<file path="config.mk">
export PLATFORM = sky130hd
export DESIGN_NAME = done_tracker
export DESIGN_NICKNAME = d
export VERILOG_FILES = /design/src/rtl/systolic_pkg.sv /design/src/rtl/done_ch_counter.sv /design/src/rtl/done_tracker.sv
export SDC_FILE = /design/constraint.sdc
export NUM_CORES = 1
export LEC_CHECK = 0
export BUFFER_PORTS_ARGS = -buffer_cell sky130_fd_sc_hd__buf_2
export CORE_ASPECT_RATIO = 1.2
export CORE_UTILIZATION = 40
export DETAILED_ROUTE_END_ITERATION = 6
export GPL_TIMING_DRIVEN = 0
export MAX_ROUTING_LAYER = met4
export PLACE_DENSITY_LB_ADDON = 0.05
export SYNTH_ARGS = -nofsm -noshare
export SYNTH_HDL_FRONTEND = slang
export SYNTH_SLANG_ARGS = --single-unit
export TNS_END_PERCENT = 50
</file>
<file path="constraint.sdc">
create_clock -name clk -period 1.4 [get_ports clk]
set_input_delay 0 -clock clk [delete_from_list [all_inputs] [get_ports clk]]
set_output_delay 0 -clock clk [all_outputs]
set_load 0.005 [all_outputs]
</file>
<file path="src/rtl/systolic_pkg.sv">
// systolic_pkg: FSM state type and default sizing shared by the systolic MAC array blocks.
package systolic_pkg;
  typedef enum logic [0:0] {ST_COUNT = 1'b0, ST_FIRE = 1'b1} done_state_e;
  localparam int DONE_TARGET_DEF = 12;
  localparam int NUM_CH_DEF = 4;
endpackage

</file>
<file path="src/rtl/done_ch_counter.sv">
// done_ch_counter: saturating per-channel done counter with a window clear that still accepts a same-edge pulse.
module done_ch_counter #(
  parameter int TARGET = 12,
  parameter int CNT_W = $clog2(TARGET + 1)
) (
  input  logic clk,
  input  logic reset,
  input  logic clr,
  input  logic inc,
  output logic full,
  output logic full_nxt,
  output logic drop
);
  logic [CNT_W-1:0] cnt;
  always_ff @(posedge clk)
    if (reset) cnt <= '0;
    else if (clr) cnt <= CNT_W'(inc);
    else if (inc && !full) cnt <= cnt + 1'b1;
  assign full = cnt == CNT_W'(TARGET);
  assign full_nxt = full | (inc & (cnt == CNT_W'(TARGET - 1)));
  assign drop = inc & full & ~clr;
endmodule

</file>
<file path="src/rtl/done_tracker.sv">
// done_tracker: counts per-channel MAC done pulses and raises en_y until acked; DONE_TRACKER_OVF_EN enables the sticky overflow flag.
module done_tracker
  import systolic_pkg::*;
#(
  parameter int NUM_CH = NUM_CH_DEF,
  parameter int DONE_TARGET = DONE_TARGET_DEF,
  parameter int CNT_W = $clog2(DONE_TARGET + 1)
) (
  input  logic              clk,
  input  logic              reset,
  input  logic [NUM_CH-1:0] done,
  input  logic              clear,
  input  logic              en_ack,
  output logic              en_y,
  output logic [NUM_CH-1:0] ch_full,
  output logic              overflow
);
  done_state_e state;
  logic [NUM_CH-1:0] full, full_nxt, drop;
  logic wipe, ack;
  assign wipe = reset | clear;
  assign ack = (state == ST_FIRE) & en_ack;
  for (genvar g = 0; g < NUM_CH; g++) begin : g_ch
    done_ch_counter #(.TARGET(DONE_TARGET), .CNT_W(CNT_W)) u_cnt (
      .clk(clk), .reset(wipe), .clr(ack), .inc(done[g]),
      .full(full[g]), .full_nxt(full_nxt[g]), .drop(drop[g])
    );
  end
  // counters are all full while firing, so unacked pulses there surface as drops too
  always_ff @(posedge clk)
    if (wipe) state <= ST_COUNT;
    else if (state == ST_COUNT) state <= &full_nxt ? ST_FIRE : ST_COUNT;
    else state <= en_ack ? ST_COUNT : ST_FIRE;
  assign en_y = state == ST_FIRE;
  assign ch_full = full;
`ifdef DONE_TRACKER_OVF_EN
  always_ff @(posedge clk)
    if (wipe) overflow <= 1'b0;
    else overflow <= overflow | (|drop);
`else
  logic unused_drop;
  assign unused_drop = |drop;
  assign overflow = 1'b0;
`endif
endmodule

</file>
After elaboration in Yosys (flattened, before gate mapping)
Index checks and enable logic that the tools add are counted.
{ "totals": {"register_bits": 17, "inputBits": 8, "elab_cells": 56, "output_inout_bits": 6} }
{ "op_classes": {"n_eq_ne": 8, "addsub": 4, "n_reduce_logical": 14, "muxes": 11, "n_bitwise": 10} }
{ "ops": {"columns": ["operator", "count"], "rows": [
  ["$eq 4x4->1 const B", 8],
  ["$add 4x1->4 const B", 4],
  ["$mux 1", 11],
  ["$reduce_bool 2->1", 4],
  ["$and 1x1->1", 5],
  ["$or 1x1->1", 5],
  ["$logic_and 1x1->1", 4],
  ["$logic_not 1->1", 4],
  ["$reduce_and 4->1", 1],
  ["$reduce_or 2->1", 1]
]} }

Longest topological paths before layout
Gate-level depths: netlist (run 1).
{ "depth": {"depth_word": 6, "mapped_depth": 7, "mapped_depth_nobuf": 7} }

Modules after synthesis
From an unflattened synthesis (run 1), not the netlist that was laid out.
{ "unflattened": {"hier_cells": 127, "hier_area_um2": 1061.0} }
{ "by_module_without_submodules": {"columns": ["mod", "cells_per_inst", "instances", "area_per_inst_um2", "seq_area_each_um2"], "rows": [
  ["done_ch_counter", 30, 4, 249.0, 80.1],
  ["done_tracker", 7, 1, 65.1, 20.0]
]} }

Least setup slack after synthesis (run 1)
OpenSTA, ideal clock, no wires.
{ "synth_path": {"kind": "register -> register", "startpoint": "register g_ch[1].u_cnt.cnt[0]", "endpoint": "register g_ch[1].u_cnt.cnt[0]", "t_required_ps": 1282, "setup_ps": 118, "stages_incl_launch_ff": 7, "slack_ps": 123, "synth_period_minus_slack_ps": 1277, "n_path_buf": 0, "t_arrival_ps": 1159, "cell_sequence": "dfxtp_1 > inv_1 > ha_1 > and3_4 > nand2b_4 > a32oi_1 > nor3_1"} }
{ "synth_via": {"elab_chain_len": 4, "word_cells_on_any_way": 7, "classes_between": "1 x add/sub; 1 x eq/ne; 2 x mux; 3 x reduce/logical"} }
{ "synth_rtl": {"columns": ["element", "line", "source"], "rows": [
  ["start: declaration", "done_ch_counter.sv:14", "logic [CNT_W-1:0] cnt;"],
  ["start signal: assignment", "done_ch_counter.sv:17", "else if (clr) cnt <= CNT_W'(inc);"],
  ["start signal: assignment", "done_ch_counter.sv:18", "else if (inc && !full) cnt <= cnt + 1'b1;"],
  ["$eq 4x4->1", "done_ch_counter.sv:19", "assign full = cnt == CNT_W'(TARGET);"],
  ["named net g_ch[1].u_cnt.full", "done_ch_counter.sv:10", "output logic full,"],
  ["$logic_not 1->1", "done_ch_counter.sv:18", null],
  ["$logic_and 1x1->1", "done_ch_counter.sv:18", null],
  ["$reduce_bool 2->1 (no line)", null, null]
]} }
The timed path passes the listed nets, and every way through them passes these cells. The select of a mux whose other input is x is not followed.
A chain may end at the register's enable or synchronous reset.

Final worst setup path (run 1)
{ "layout_path": {"startpoint": "register g_ch[1].u_cnt.cnt[0]", "endpoint": "output ch_full[1]"} }
{ "layout_via": {"elab_chain_len": 1} }
{ "layout_rtl": {"columns": ["element", "line", "source"], "rows": [
  ["$eq 4x4->1", "done_ch_counter.sv:19", null],
  ["end: declaration", "done_tracker.sv:15", "output logic [NUM_CH-1:0] ch_full,"]
]} }
Every way passes these cells.

==> results by group, run 1 <==
Outcome
  • Status: finished clean

GRT
  • Vias in the first global route: between 700 and 800
  • Pin count of the biggest net entering global routing: 11
  • First-pass GRT wire length: around 3300 um
  • Antenna violations before repair: 0
  • Global Route Usage Sum: 0.178
  • Total gr overflow: 0

Drt
  • DRC: 0
  • Drt first-iter violations: 20
  • Routed Antenna Nets: 0
  • Via density: between 5 and 6
  • Vias: between 800 and 900
  • Routed len/inst: 11.7 um
  • Drt total wl: roughly 2000 um
  • DRT Pass-1 Iters: 4

Setup path
  • Critical Path Start: g_ch[1].u_cnt.cnt[0]
  • Setup CP Type: flip-flop to primary output
  • WP data arrival: 1.32 ns
  • R2R setup slack: 0.08 ns
  • Worst Setup EP: ch_full[1]
  • Worst-path maximum fanout: 5
  • Reg-to-reg critical path startpoint: g_ch[3].u_cnt.cnt[1]
  • Cells on worst reg2reg path: 6
  • Worst reg2reg path endpoint: g_ch[3].u_cnt.cnt[0]
  • Critical path required time: 1.40 ns
  • Worst setup EP type: primary output
  • Critical Path Source Type: flip-flop

Run
  • Max Cap Viol: 0

Floorplanning
  • Initial Util: 0.422
  • Die area: 2610 um2
  • Die Y: 55.8 um
  • IO Pins: 14
  • Die W: about 47 um
  • Core area: 2280 um2
  • Rows: 19

Final layout
  • Fill cells: 240
  • Antenna Cells: 0
  • Commonest non-fill, non-tap cells in the layout: buf_2 (13), inv_1 (12), nor3_1 (10), dfxtp_1 (10)
  • Layout area overhead: 21.9%
  • Share of post-route cells with drive strength above 1: 0.309
  • Post-route cell area: between 1000 and 1500 um2
  • Storage cell area: 352 um2
  • Multi-input gate area: 561 um2
  • # nets final: roughly 160
  • Commonest non-fill, non-tap cell in the layout: buf_2
  • Finished Layout Cells: 170

Worst hold path
  • Worst min path class: primary input to flip-flop
  • Hold Path Stages: 3
  • Hold_sp: done[2]

Yosys
  • Post-Synth Adder-Cell Area: 0.104
  • Prevailing post-synth register cell: dfxtp_1
  • Netlist cell types: 24
  • Post-synth EDFFs: 0
  • Synth Cell Area: 963 um2
  • Compound-Gate Fraction of Synth Area: 0.129
  • Post-Synthesis Cells: 117
  • Synth async-reset ratio: 0
  • Simple-Gate Fraction of Synth Area: 0.281
  • Synthesized flop and latch total: 17
  • Post-synth net total: 133
  • Post-Synth XOR/XNOR Area: 0.0182
  • Seq/Total Area, Yosys: 0.353
  • YS warnings: 0
  • Avg Cell Area, Syn: 8.23 um2
  • Mux cell area share after synthesis: 0.0208
  • Main combinational cell family by area after synthesis: simple AND/OR/NAND/NOR gates

Placement
  • Routability cong.: 0.769
  • DPL Wire Length: 1470 um
  • # port buffers: 12
  • DP Cell Count: 160
  • DP Worst Slack: -0.0366 ns
  • Placed Area: between 1000 and 1500 um2

Timing
  • Endpoints failing setup: 0
  • Slew Limit Fails: 0
  • Post-layout min period: 1.32 ns
  • Setup Total Neg Slack: 0 ns
  • Setup skew after layout: 0.00663 ns
  • Final hold vios: 0
  • Period utilization: 0.946
  • RSZ-0062 raised after global routing: no
  • Worst Slack Setup Final: 0.0754 ns
  • Max Freq: 755 MHz

Clocking
  • Htree depth: 1
  • CTS buffer count: 3
  • Root Driver: clkbuf_4
  • Worst-Skew Late Latency: 0.29 ns
  • CTS tree: yes
  • Reg clk slew, reported paths: ~0.11 ns
  • CTS Buffer Depth: 2
  • Clk sinks: 17

Power
  • Static leakage: 0.480 nW
  • Worst vdd ir: 0.000642 V
  • Power per cell area: 727 nW/um2
[power by group]
| part | internal [mW] | total [mW] | leakage (nW) | switching [mW] |
|---|---|---|---|---|
| clock network | 0.111 | 0.268 | 0.0150 | 0.158 |
| registers | 0.491 | 0.497 | 0.141 | 0.00645 |
| logic | 0.0407 | 0.0887 | 0.324 | 0.0480 |
[Yosys cell counts, types with 3 or more instances]
| master | instances | area (um2) |
|---|---|---|
| dfxtp_1 | 17 | 340 |
| inv_1 | 12 | 45.0 |
| nor3_1 | 10 | 50.1 |
| nand3_1 | 9 | 45.0 |
| nor2_1 | 9 | 33.8 |
| a21oi_1 | 8 | 40.0 |
| ha_1 | 8 | 100 |
| nand2_1 | 6 | 22.5 |
| buf_4 | 5 | 37.5 |
| a32oi_1 | 4 | 35.0 |
| nor2b_1 | 4 | 25.0 |
| o21ai_0 | 4 | 20.0 |
| a211oi_1 | 3 | 22.5 |
| nand4_1 | 3 | 18.8 |
[repair_timing]
item / CTS / global route
setup endpoints to repair: 5 / 8
hold endpoints to repair: 4 / 0
buffers inserted: 1 / 3
gates resized for setup: 7 / 8
hold buffers: 2 / 0
[area by class of cell]
type | instances | area share
well taps | 31 | 0.0330
repair buffers | 18 | 0.0937
multi-input cells | 82 | 0.477
plain buffers | 6 | 0.0362
flip-flops and latches | 17 | 0.299
inverters | 12 | 0.0383
clock buffers | 4 | 0.0224
[worst min path at each step]
stage                                 to  slack (ns)
finish              g_ch[2].u_cnt.cnt[1]        0.01
global route        g_ch[2].u_cnt.cnt[1]        0.02
CTS                 g_ch[2].u_cnt.cnt[1]        0.01
detailed placement  g_ch[0].u_cnt.cnt[0]        0.25
global placement    g_ch[0].u_cnt.cnt[0]        0.25
floorplan           g_ch[0].u_cnt.cnt[0]        0.08
[per-stage QoR]
step | utilization | hold slack, ns | power, mW
CTS | 0.496 | 0.0106 | 0.858
global placement | 0.465 | 0.248 | 0.581
finish | 0.515 | 0.0150 | 0.854
detailed placement | 0.465 | 0.252 | 0.583
global route | 0.515 | 0.0195 | 0.895
floorplan | - | 0.0768 | 0.550
[registers in the layout (all words and copies together), names as in the netlist]
| signal | flops |
|---|---|
| en_y | 1 |
| g_ch.u_cnt.cnt | 16 |
[worst max-delay path, cell delays in order, from the launching register on]
cell and delay [ns]:
dfxtp_4 0.38, inv_1 0.05, ha_2 0.19, and3_4 0.19, buf_4 0.12, buf_2 0.11
[logic make-up (layout without fill, tap and decap cells)]
family                     after synthesis  count (layout)
and+or+nand+nor                         49              49
AOI/OAI and AO/OA                       20              20
buffers and inverters                   18              40
DFF                                     17              17
adders and majority gates                8               8
xor gates and xnor gates                 2               2
muxes                                    2               2
other                                    1               1
[layer usage]
layer	vias to the layer above	global-route usage	wire length (um)
li1	450	-	-
met1	407	0.216	900
met2	14	0.290	1000
met3	2	0.0292	69
met4	0	0.0612	15
met5	-	-	0
(Power assumes the default switching activity.)
==> inputs of run 2 (changes only) <==
--- a/config.mk
+++ b/config.mk
@@ -10,6 +10,7 @@
 export CORE_UTILIZATION = 40
 export DETAILED_ROUTE_END_ITERATION = 6
 export GPL_TIMING_DRIVEN = 0
+export HOLD_SLACK_MARGIN = 0.06
 export MAX_ROUTING_LAYER = met4
 export PLACE_DENSITY_LB_ADDON = 0.05
 export SYNTH_ARGS = -nofsm -noshare
==> run 2 against run 1 <==
- utilization is 0.88 points higher
- maximum frequency unchanged
- sequential share of layout area fell by 0.50 points
- routed wire length grew 0.60%
- largest cell class unchanged
- clock skew stayed put
- total power increased by 0.50%
- critical endpoint unchanged
==> results by group, run 2 (synthesis results as in run 1) <==
GRT
  • Antenna violations before repair: 0
  • Global Route Usage Sum: 0.181
  • First-pass GRT wire length: between 3000 and 4000 um
  • Pin count of the biggest net entering global routing: 11
  • Vias in the first global route: between 800 and 900
  • Total gr overflow: 0

Final layout
  • Share of post-route cells with drive strength above 1: 0.305
  • Layout area overhead: 24.0%
  • Fill cells: 238
  • Commonest non-fill, non-tap cell in the layout: buf_2
  • Post-route cell area: 1190 um2
  • Finished Layout Cells: 172
  • # nets final: approximately 160
  • Commonest non-fill, non-tap cells in the layout: buf_2 (13), inv_1 (12), nor3_1 (10), dfxtp_1 (10)
  • Most flops, register: g_ch.u_cnt.cnt
  • Antenna Cells: 0
  • Flip-flop count of the largest register after layout: 16

Setup path
  • Critical path required time: around 1.4 ns
  • Worst-path maximum fanout: 5
  • CP peak stage delay: 0.38 ns
  • Critical Path Start: g_ch[1].u_cnt.cnt[0]
  • Reg-to-reg critical path startpoint: g_ch[3].u_cnt.cnt[1]
  • Worst setup EP type: primary output
  • Setup CP Type: flip-flop to primary output
  • CP max stage cell: dfxtp_4
  • Crit path cell chain: inv_1, ha_2, and3_4, buf_4, buf_2
  • Critical Path Source Type: flip-flop
  • WP data arrival: about 1.3 ns

Timing
  • Slew Limit Fails: 0
  • Max Freq: approximately 750 MHz
  • Final hold vios: 0
  • Period utilization: 0.946
  • Post-layout min period: 1.32 ns
  • Endpoints failing setup: 0
  • Setup skew after layout: 0.00663 ns
  • RSZ-0062 raised after global routing: no

Worst hold path
  • Hold_sp: done[1]
  • Worst min path class: primary input to flip-flop

Drt
  • Routed Antenna Nets: 0
  • Via density: 5.12
  • Metal2 WL: 1010 um
  • Drt first-iter violations: 20
  • DRT Pass-1 Iters: 4
  • DRC: 0
  • Top sig layer: met4
  • Routed len/inst: 11.6 um
  • Met3 routed WL: around 69 um
  • Vias: just under 900
  • DRT met1 WL: 907 um
  • Drt total wl: between 2000 and 2500 um

Floorplanning
  • Core area: 2280 um2
  • Die W: between 40 and 50 um
  • Die Y: 55.8 um
  • Die area: 2610 um2
  • Initial Util: 0.422
  • Rows: 19
  • IO Pins: 14

Power
  • Static leakage: 0.489 nW
  • Final Power: 0.858 mW
  • P_sw: 0.213 mW
  • Cell-internal power: between 0.6 and 0.7 mW
  • Comb pwr share: 0.108
  • Worst vdd ir: 0.000655 V
  • Switching Share: 0.248
  • Sequential fraction of design power: 0.579
  • Power per cell area: 718 nW/um2
  • Clock group share of total power: 0.312

Placement
  • # port buffers: 12
  • DPL Wire Length: 1470 um
  • DP Cell Count: 160
  • Routability cong.: 0.769
  • Placed Area: 1060 um2

Clocking
  • CTS tree: yes
  • Root Driver: clkbuf_4
  • Worst-Skew Late Latency: 0.29 ns
  • Htree depth: 1
  • CTS buffer count: 3
  • CTS Buffer Depth: 2
  • Clk sinks: 17
  • Reg clk slew, reported paths: 0.11 ns

Run
  • Max Cap Viol: 0

Outcome
  • Status: finished clean
==> run 2: layout make-up <==
cell class / instances / area [um2] / area share
Buffer: 6 / 42.5 / 0.0356
Tap cell: 31 / 38.8 / 0.0325
Multi-Input combinational cell: 82 / 561 / 0.469
Inverter: 12 / 45.0 / 0.0377
Clock buffer: 4 / 26.3 / 0.0220
Sequential cell: 17 / 352 / 0.294
Timing Repair Buffer: 20 / 130 / 0.109
==> run 2: routing by layer <==
layer / vias up / global-route usage
met4: 0 / 0.0612
met5: - / -
li1: 454 / -
met3: 2 / 0.0292
met1: 411 / 0.216
met2: 14 / 0.298
==> run 2: final timing paths <==
| check | cells past startpoint | endpoint | slack (ns) |
|---|---|---|---|
| hold / removal | 3 | g_ch[1].u_cnt.cnt[3] | 0.07 |
| setup / recovery | 5 | ch_full[1] | 0.08 |
| hold reg to reg | 2 | g_ch[2].u_cnt.cnt[1] | 0.48 |
| setup reg to reg | 6 | g_ch[3].u_cnt.cnt[0] | 0.08 |
==> run 2: power by group through the flow <==
stage / clock network (mW) / logic [mW] / registers, mW
global route: 0.298 / 0.104 / 0.498
finish: 0.268 / 0.0929 / 0.497
floorplan: 0 / 0.0420 / 0.508
CTS: 0.277 / 0.0871 / 0.499
global placement: 0 / 0.0720 / 0.509
detailed placement: 0 / 0.0735 / 0.510
==> run 2: what timing repair did <==
action / in CTS / in global routing
hold endpoints to repair: 6 / 0
setup buffers: 1 / 3
resized for setup: 7 / 8
cloned: 0 / 0
hold buffers: 4 / 0
setup endpoints to repair: 5 / 8
==> run 2: per-stage QoR <==
step           hold slack [ns]  utilization   TNS, ns  setup slack [ns]
2_1_floorplan           0.0768            -         0             0.123
3_3_place_gp             0.248        0.465   -0.0309           -0.0309
3_5_place_dp             0.252        0.465   -0.0366           -0.0366
4_1_cts                 0.0684        0.504  -0.00796          -0.00796
5_1_grt                 0.0893        0.524         0           0.00714
6_report                0.0710        0.524         0            0.0754
==> run 2: critical path, delay by kind of cell (launching register included) <==
kind	cells	cell delay, ns
AND/OR/NAND/NOR	1	0.19
adder cells (fa/ha/maj)	1	0.19
buffers and inverters	3	0.28
flip-flops	1	0.38
